===== config.mk =====
export PLATFORM = sky130hd
export DESIGN_NAME = branch_resolve
export DESIGN_NICKNAME = d
export VERILOG_FILES = /design/src/rtl/mips_pkg.sv /design/src/rtl/branch_target_gen.sv /design/src/rtl/branch_resolve.sv
export SDC_FILE = /design/constraint.sdc
export NUM_CORES = 1
export LEC_CHECK = 0
export ABC_AREA = 1
export BUFFER_PORTS_ARGS = -buffer_cell sky130_fd_sc_hd__buf_2
export CORE_UTILIZATION = 45
export CTS_BUF_LIST = sky130_fd_sc_hd__clkbuf_4
export DETAILED_ROUTE_END_ITERATION = 16
export PLACE_DENSITY = 0.67
export SYNTH_ARGS = -nofsm -noshare
export SYNTH_HDL_FRONTEND = slang
export SYNTH_HIERARCHICAL = 1
export SYNTH_SLANG_ARGS = --single-unit

===== constraint.sdc =====
create_clock -name clk -period 8.7 [get_ports clk]
set_clock_uncertainty 0.15 [all_clocks]
set_input_delay 2.175 -clock clk [delete_from_list [all_inputs] [get_ports clk]]
set_output_delay 2.175 -clock clk [all_outputs]
set_load 0.03 [all_outputs]

===== src/rtl/mips_pkg.sv =====
// rtl/mips_pkg.sv - shared branch-type, condition-code and resolve-state definitions
package mips_pkg;

    localparam logic [1:0] BR_NONE = 2'b00;
    localparam logic [1:0] BR_COND = 2'b01;
    localparam logic [1:0] BR_J    = 2'b10;
    localparam logic [1:0] BR_JR   = 2'b11;

    localparam logic [2:0] CMP_EQ  = 3'b000;
    localparam logic [2:0] CMP_NE  = 3'b001;
    localparam logic [2:0] CMP_LTZ = 3'b010;
    localparam logic [2:0] CMP_GTZ = 3'b011;
    localparam logic [2:0] CMP_LEZ = 3'b100;
    localparam logic [2:0] CMP_GEZ = 3'b101;

    typedef enum logic [1:0] {
        S_IDLE      = 2'b00,
        S_WAIT_OPND = 2'b01,
        S_REDIRECT  = 2'b10
    } state_t;

    localparam logic [31:0] RESET_PC = 32'h0000_3000;

endpackage


===== src/rtl/branch_target_gen.sv =====
// rtl/branch_target_gen.sv - combinational branch/jump target and link-address adder
module branch_target_gen (
    input  logic [1:0]  br_type,
    input  logic [31:0] br_pc,
    input  logic [15:0] imm16,
    input  logic [25:0] imm26,
    input  logic [31:0] reg_target,
    output logic [31:0] target,
    output logic [31:0] link_addr
);
    import mips_pkg::*;

    logic [31:0] pc4;

    assign pc4       = br_pc + 32'd4;
    assign link_addr = br_pc + 32'd8;

    always_comb begin
        target = pc4;
        case (br_type)
            BR_COND: target = pc4 + {{14{imm16[15]}}, imm16, 2'b00};
            BR_J:    target = {pc4[31:28], imm26, 2'b00};
            BR_JR:   target = reg_target;
            default: target = pc4;
        endcase
    end

endmodule


===== src/rtl/branch_resolve.sv =====
// rtl/branch_resolve.sv - ID-stage branch resolver issuing registered PC redirects to fetch
module branch_resolve #(
    parameter int          CNT_W    = 32,
    parameter logic [31:0] RESET_PC = mips_pkg::RESET_PC
) (
    input  logic             clk,
    input  logic             rst,
    input  logic             id_valid,
    output logic             id_ready,
    input  logic [1:0]       br_type,
    input  logic [2:0]       br_cond,
    input  logic             br_link,
    input  logic [31:0]      br_pc,
    input  logic [15:0]      br_imm16,
    input  logic [25:0]      br_imm26,
    input  logic [31:0]      reg_target,
    input  logic             opnd_ready,
    output logic [2:0]       cmp_sel,
    input  logic             cmp_result,
    output logic             redirect_valid,
    output logic [31:0]      redirect_pc,
    input  logic             redirect_ready,
    output logic             stall,
    output logic             link_valid,
    output logic [31:0]      link_addr,
    output logic [CNT_W-1:0] cnt_taken,
    output logic [CNT_W-1:0] cnt_not_taken
);
    import mips_pkg::*;

    localparam logic [CNT_W-1:0] CNT_ONE = CNT_W'(1);

    state_t      state;
    logic [1:0]  type_q;
    logic        link_q;
    logic [31:0] pc_q;
    logic [15:0] imm16_q;
    logic [25:0] imm26_q;

    logic [1:0]  type_eff;
    logic        link_eff;
    logic [31:0] pc_eff;
    logic [15:0] imm16_eff;
    logic [25:0] imm26_eff;
    logic [31:0] target;
    logic [31:0] link_next;
    logic        accept;
    logic        resolve;
    logic        taken;

    assign id_ready = (state == S_IDLE);
    assign stall    = (state != S_IDLE);
    assign accept   = id_ready & id_valid & (br_type != BR_NONE);
    assign resolve  = (accept | (state == S_WAIT_OPND)) & opnd_ready;

    // Resolving in the accept cycle uses the live ID fields; later cycles use the latched copy.
    always_comb begin
        type_eff  = type_q;
        link_eff  = link_q;
        pc_eff    = pc_q;
        imm16_eff = imm16_q;
        imm26_eff = imm26_q;
        if (state == S_IDLE) begin
            type_eff  = br_type;
            link_eff  = br_link;
            pc_eff    = br_pc;
            imm16_eff = br_imm16;
            imm26_eff = br_imm26;
        end
    end

    assign taken = (type_eff == BR_COND) ? cmp_result : 1'b1;

    branch_target_gen u_target_gen (
        .br_type    (type_eff),
        .br_pc      (pc_eff),
        .imm16      (imm16_eff),
        .imm26      (imm26_eff),
        .reg_target (reg_target),
        .target     (target),
        .link_addr  (link_next)
    );

    always_ff @(posedge clk) begin
        if (rst) begin
            state          <= S_IDLE;
            cmp_sel        <= CMP_EQ;
            type_q         <= BR_NONE;
            link_q         <= 1'b0;
            pc_q           <= 32'd0;
            imm16_q        <= 16'd0;
            imm26_q        <= 26'd0;
            redirect_valid <= 1'b0;
            redirect_pc    <= RESET_PC;
            link_valid     <= 1'b0;
            link_addr      <= 32'd0;
            cnt_taken      <= '0;
            cnt_not_taken  <= '0;
        end else begin
            link_valid <= 1'b0;
            if (accept) begin
                type_q  <= br_type;
                link_q  <= br_link;
                pc_q    <= br_pc;
                imm16_q <= br_imm16;
                imm26_q <= br_imm26;
                cmp_sel <= br_cond;
                state   <= S_WAIT_OPND;
            end
            if (resolve) begin
                if (link_eff) begin
                    link_valid <= 1'b1;
                    link_addr  <= link_next;
                end
                if (taken) begin
                    redirect_valid <= 1'b1;
                    redirect_pc    <= target;
                    cnt_taken      <= cnt_taken + CNT_ONE;
                    state          <= S_REDIRECT;
                end else begin
                    cnt_not_taken  <= cnt_not_taken + CNT_ONE;
                    state          <= S_IDLE;
                end
            end
            if ((state == S_REDIRECT) && redirect_ready) begin
                redirect_valid <= 1'b0;
                redirect_pc    <= RESET_PC;
                state          <= S_IDLE;
            end
        end
    end

endmodule


== Word level (Yosys, flattened, before mapping) ==
Cells that the tools add are included.
Widths: inputs -> output; s select.
Word-level totals
  bits in registers: 212
  output and inout port bits: 135
  input port bits: 118
Cells by class
  equality and inequality tests: 5
  muxes and demuxes: 11
  add/sub/neg operators: 5
  bitwise operators: 6
  reductions and logical operators: 10
Operators by type and width (count)
  $pmux 32 s3: 1
  $add 32x1->32 const B: 2
  $add 32x3->32 const B: 1
  $add 32x32->32: 1
  $add 32x4->32 const B: 1
  $mux 32: 1
  $mux 26: 1
  $mux 16: 1
  $mux 2: 4
  $eq 2x2->1 const B: 3
  $reduce_and 2->1: 3
  $reduce_bool 2->1: 3
  $eq 2x1->1 const B: 2
  $reduce_or 2->1: 2
  $and 1x1->1: 3
  $mux 1: 3
  $logic_not 2->1: 1
  $not 1->1: 2
  $logic_and 1x1->1: 1
  $or 1x1->1: 1

== Longest topological paths before layout ==
  word-level depth: 7
  gate-level depth with buffers: 30

== Hierarchy ==
Netlist, hierarchy kept.
Modules (own cells, without submodules)
  branch_resolve: cells each 1452, times used 1, sequential area each 4244.1 µm², area each 9768.1 µm²
  branch_target_gen: cells each 825, times used 1, sequential area each 0.0 µm², area each 4327.9 µm²

== Worst setup path after synthesis ==
OpenSTA, ideal clock, no wires.
  path type: input to register
  start point: input port br_pc[4]
  end point: register redirect_pc[21]
  data required time: 8434 ps
  cell stages on the path: 22
  path slack: 3501 ps
  data arrival time: 4933 ps
  path through: nand2_1 > o21ai_0 > ha_1 > nand3_4 > nor2_4 > nand3_2 > nor2_1 > nand2_1 > xor2_1 > inv_2 > ha_1 > nand2_1 > nor2_1 > inv_1 > nor2_1 > nand4_1 > nand3_1 > nand2_1 > nand3_1 > nand3b_1 > o21ai_0 > nor2_1
Between the ends
  longest elaborated chain between the ends: 4
Ends and longest elaborated chain
  start, declared: line branch_resolve.sv:13  | input logic [31:0] br_pc,
  $mux 32 (*): line branch_resolve.sv:63  | if (state == S_IDLE) begin
  via pc_eff[4]: line branch_resolve.sv:42  | logic [31:0] pc_eff;
  $add 32x3->32 (*): line branch_target_gen.sv:15  | assign pc4 = br_pc + 32'd4;
  $add 32x32->32: line branch_target_gen.sv:21  | BR_COND: target = pc4 + {{14{imm16[15]}}, imm16, 2'b00};
  $pmux 32 s3 (*): line branch_target_gen.sv:20  | case (br_type)
  via target[21]: line branch_resolve.sv:45  | logic [31:0] target;
  end signal, assigned: line branch_resolve.sv:117  | redirect_pc <= target;
  end, declared: line branch_resolve.sv:21  | output logic [31:0] redirect_pc,
Mark *: on every way through the listed nets, which the timed path passes. The rest lies on a longest branch.
A chain may end at the register's enable or synchronous reset.

== Worst setup path in the final report ==
  start point: input port br_pc[4]
  end point: register redirect_pc[22]
Same word-level chain as after synthesis.

==> impl_metrics.py <==
metrics = {
    "pwr": {
        "clkPwrFrac_pct": 28.9,
        "p_leak_uw": 0.00752,
        "swShare_pct": 40.9,
        "cell_internal_pwr_uw": 1830,
        "p_total_uw": 3090,
        "p_comb_share_pct": 36.7,
        "power_switching_uw": 1270,
        "p_seq_share_pct": 34.3,
        "powerDensity_mw_per_mm2": 191,
        "irDropWorstVdd_v": 0.000107,
    },
    "cells_and_area": {
        "fillCellCount": 3259,
        "syn_to_final_growth_pct": 15.1,
        "nNetsFinal": 2665,
        "layout_common_cells": "nand2_1, inv_1, buf_2, dfxtp_1",
        "stdcell_area_mm2": 0.0162,
        "layout-drive-gt1-share_pct": 16.9,
        "regArea_mm2": 0.00424,
        "fin_cells": 2942,
        "multi_input_area_mm2": 0.00839,
        "final_common_cell": "nand2_1",
    },
    "clock_tree": {
        "clk_pin_slew_ns": 0.08,
        "clock_tree.buffer_depth": 3,
        "cts_resized": 0,
        "root_buffer": "clkbuf_4",
        "clock_latency_ns": 0.71,
        "cts_max_level": 2,
        "post-cts-setup-buffers": 0,
        "cts_hold_buffers": 0,
        "clock-sinks": 212,
        "cts_tree": "built",
        "cts_made_buffers": 58,
    },
    "synth": {
        "synth.area.top_cells": "dfxtp_1, nand2_1, a21oi_1",
        "synth_top_area_share_pct": 30.1,
        "ys_ff_latch": 212,
        "yosysWarningCount": 6,
        "syn_area_per_cell_um2": 6.19,
        "synthDistinctLibCells": 47,
        "yosysTopAreaCell": "dfxtp_1",
        "ys_seq_area_share_pct": 30.1,
        "synth_area_mm2": 0.0141,
        "syn_nets": 2435,
        "syn_inst": 2277,
    },
    "global_route": {
        "antenna_found_initial": 2,
        "grt_max_degree": 129,
        "grt_pass1_wl_um": 76400,
        "use_met1_pct": 39.5,
        "grt.met3_usage_pct": 5.39,
        "gr-max-usage-layer": "met2",
        "grt_pass1_vias": 14081,
        "gr-total-overflow": 0,
        "grt_usage_pct": 31.0,
        "grtUsageMet2_pct": 51.6,
    },
    "sta": {
        "report.final.slew_viol_count": 0,
        "whs_ns": 0.296,
        "max_freq_mhz": 172,
        "fin_crit_ns": 5.82,
        "period_share_pct": 66.9,
        "setup_viol": 0,
        "rsz0062_at_grt": "no",
        "setup_tns_ns": 0,
        "worstMarginPinSlew_ns": 1.22,
        "final_hold_viol_count": 0,
        "slew_headroom_pct": 17.8,
    },
    "worst_setup_path": {
        "critPathLaunchType": "primary input",
        "cp_common_cell": "nand2_1",
        "cp_max_fo": 4,
        "max_stage_delay_ns": 0.43,
        "cp.buffers_inverters": 3,
        "cp_cell_sequence": "buf_2 > nand2_1 > o21ai_0 > ha_1 > nand3_4 > nor2_4 > nand3_2 > nor2_1 > nand2_1 > xor2_1 > inv_2 > ha_1 > nand2_1 > nor2_1 > inv_1 > nor2_1 > nand3_1 > nand3_1 > nand2_1 > nand3_1 > nand4_1 > nand2_1 > a21oi_1",
        "cpMaxStageDelayCell": "ha_1",
        "worstPathArrival_ns": 6.26,
        "critPathKind": "primary input to flip-flop",
        "cp-end-kind": "flip-flop",
        "cp_top_family": "simple AND/OR/NAND/NOR gates",
        "required_ns": 9.13,
    },
    "route": {
        "first_pass_iters": 7,
        "ant_nets": 0,
        "totalWireLength_um": 50700,
        "via_per_inst": 5.31,
        "drt_iter0_markers": 996,
        "drc_errors": 0,
        "vias": 15631,
        "post_drt_wl_per_cell_um": 17.2,
    },
    "floorplan": {
        "start_util_pct": 46.0,
        "die-area_mm2": 0.0320,
        "coreArea_mm2": 0.0307,
        "dieWidth_um": 179,
        "ios": 253,
        "rows": 64,
        "die_y_um": 179,
    },
    "placed_design": {
        "globalplace.congestion": 0.985,
        "numPlacedInstances": 2843,
        "dpl.hpwl_um": 39100,
        "port_buffers": 252,
        "place_area_mm2": 0.0155,
    },
    "run": {
        "drv_cap": 0,
    },
    "worst_hold_path": {
        "holdCritPathClass": "flip-flop to flip-flop",
    },
    "status": {
        "status": "completed",
    },
}
==> worst register-to-register path, cell delays in order, from the launching register on <==
cell and delay (ns):
dfxtp_1 0.35, nor2_4 0.74, nand2_1 0.13, o21ai_0 0.38, ha_1 0.43, nand3_4 0.15, nor2_4 0.17, nand3_2 0.16
nor2_1 0.27, nand2_1 0.10, xor2_1 0.43, inv_2 0.11, ha_1 0.34, nand2_1 0.11, nor2_1 0.19, inv_1 0.09
nor2_1 0.25, nand3_1 0.17, nand3_1 0.13, nand2_1 0.06, nand3_1 0.06, nand4_1 0.14, nand2_1 0.12, a21oi_1 0.06
==> routing by layer <==
metal	up-vias	routed length, um	share of wire [%]
li1	7802	-	-
met5	-	0	0
met4	0	1820	3.6
met2	563	23300	46
met1	7157	22100	43
met3	109	3520	6.9
==> flip-flops by register name, indices dropped and copies added, names as in the netlist <==
signal	count
cmp_sel	3
pc_q	32
link_valid	1
redirect_valid	1
state	2
type_q	2
imm26_q	26
cnt_not_taken	32
imm16_q	16
link_addr	32
cnt_taken	32
link_q	1
redirect_pc	32
==> cells in the mapped netlist, drive strengths merged <==
cell	n
nor2	232
nand3	157
clkbuf	55
ha	39
nor3	22
nand2	687
o21ai	188
xnor2	24
dfxtp	212
o2111ai	2
inv	268
a21oi	209
a22o	13
nand4	35
a21o	3
nand3b	16
buf	43
clkinv	1
xor2	43
o21a	1
or2	8
o21bai	12
fa	1
a211oi	1
nor4	1
and2	4
==> worst paths after layout <==
kind	start	endpoint	slack, ns	depth (start not counted)
worst max-delay path	br_pc[4]	redirect_pc[22]	2.88	23
worst min-delay path	pc_q[23]	pc_q[23]	0.30	2
worst max register to register	state[1]	redirect_pc[22]	3.27	23
worst min register to register	pc_q[23]	pc_q[23]	0.30	2
==> cell type report <==
cell class                 count  area share [%]
clock buffer                  82            3.79
multi-input combinational   1698            51.7
clock inverter                15           0.555
timing repair buffer         268            8.51
inverter                     269            6.24
sequential                   212            26.1
tap                          396            3.05
antenna                        2          0.0308
==> logic make-up (layout without fill, tap and decap cells) <==
family	count (synthesis)	after routing	synth area share, %
fa+ha+maj	40	40	3.60
flops	212	212	30.1
xor+xnor	67	67	4.32
compound gates	429	429	16.0
buf+inv	367	634	10.6
other cells	0	2	0
simple gates	1162	1162	35.4
==> stage by stage <==
| step | setup WS, ns | utilization (%) |
|---|---|---|
| CTS | 3.04 | 52.9 |
| floorplan | 3.50 | - |
| finish | 2.88 | 52.9 |
| global route | 2.62 | 52.9 |
| global placement | 2.22 | 50.6 |
| detailed placement | 2.29 | 50.6 |
==> power groups by stage <==
stage	combinational, uW	clock (uW)	sequential [uW]
floorplan	729	0	1130
global placement	1110	0	1080
detailed placement	1110	0	1080
CTS	1120	922	1060
global route	1250	973	1070
finish	1140	895	1060
Power figures use the tool's default switching activity.
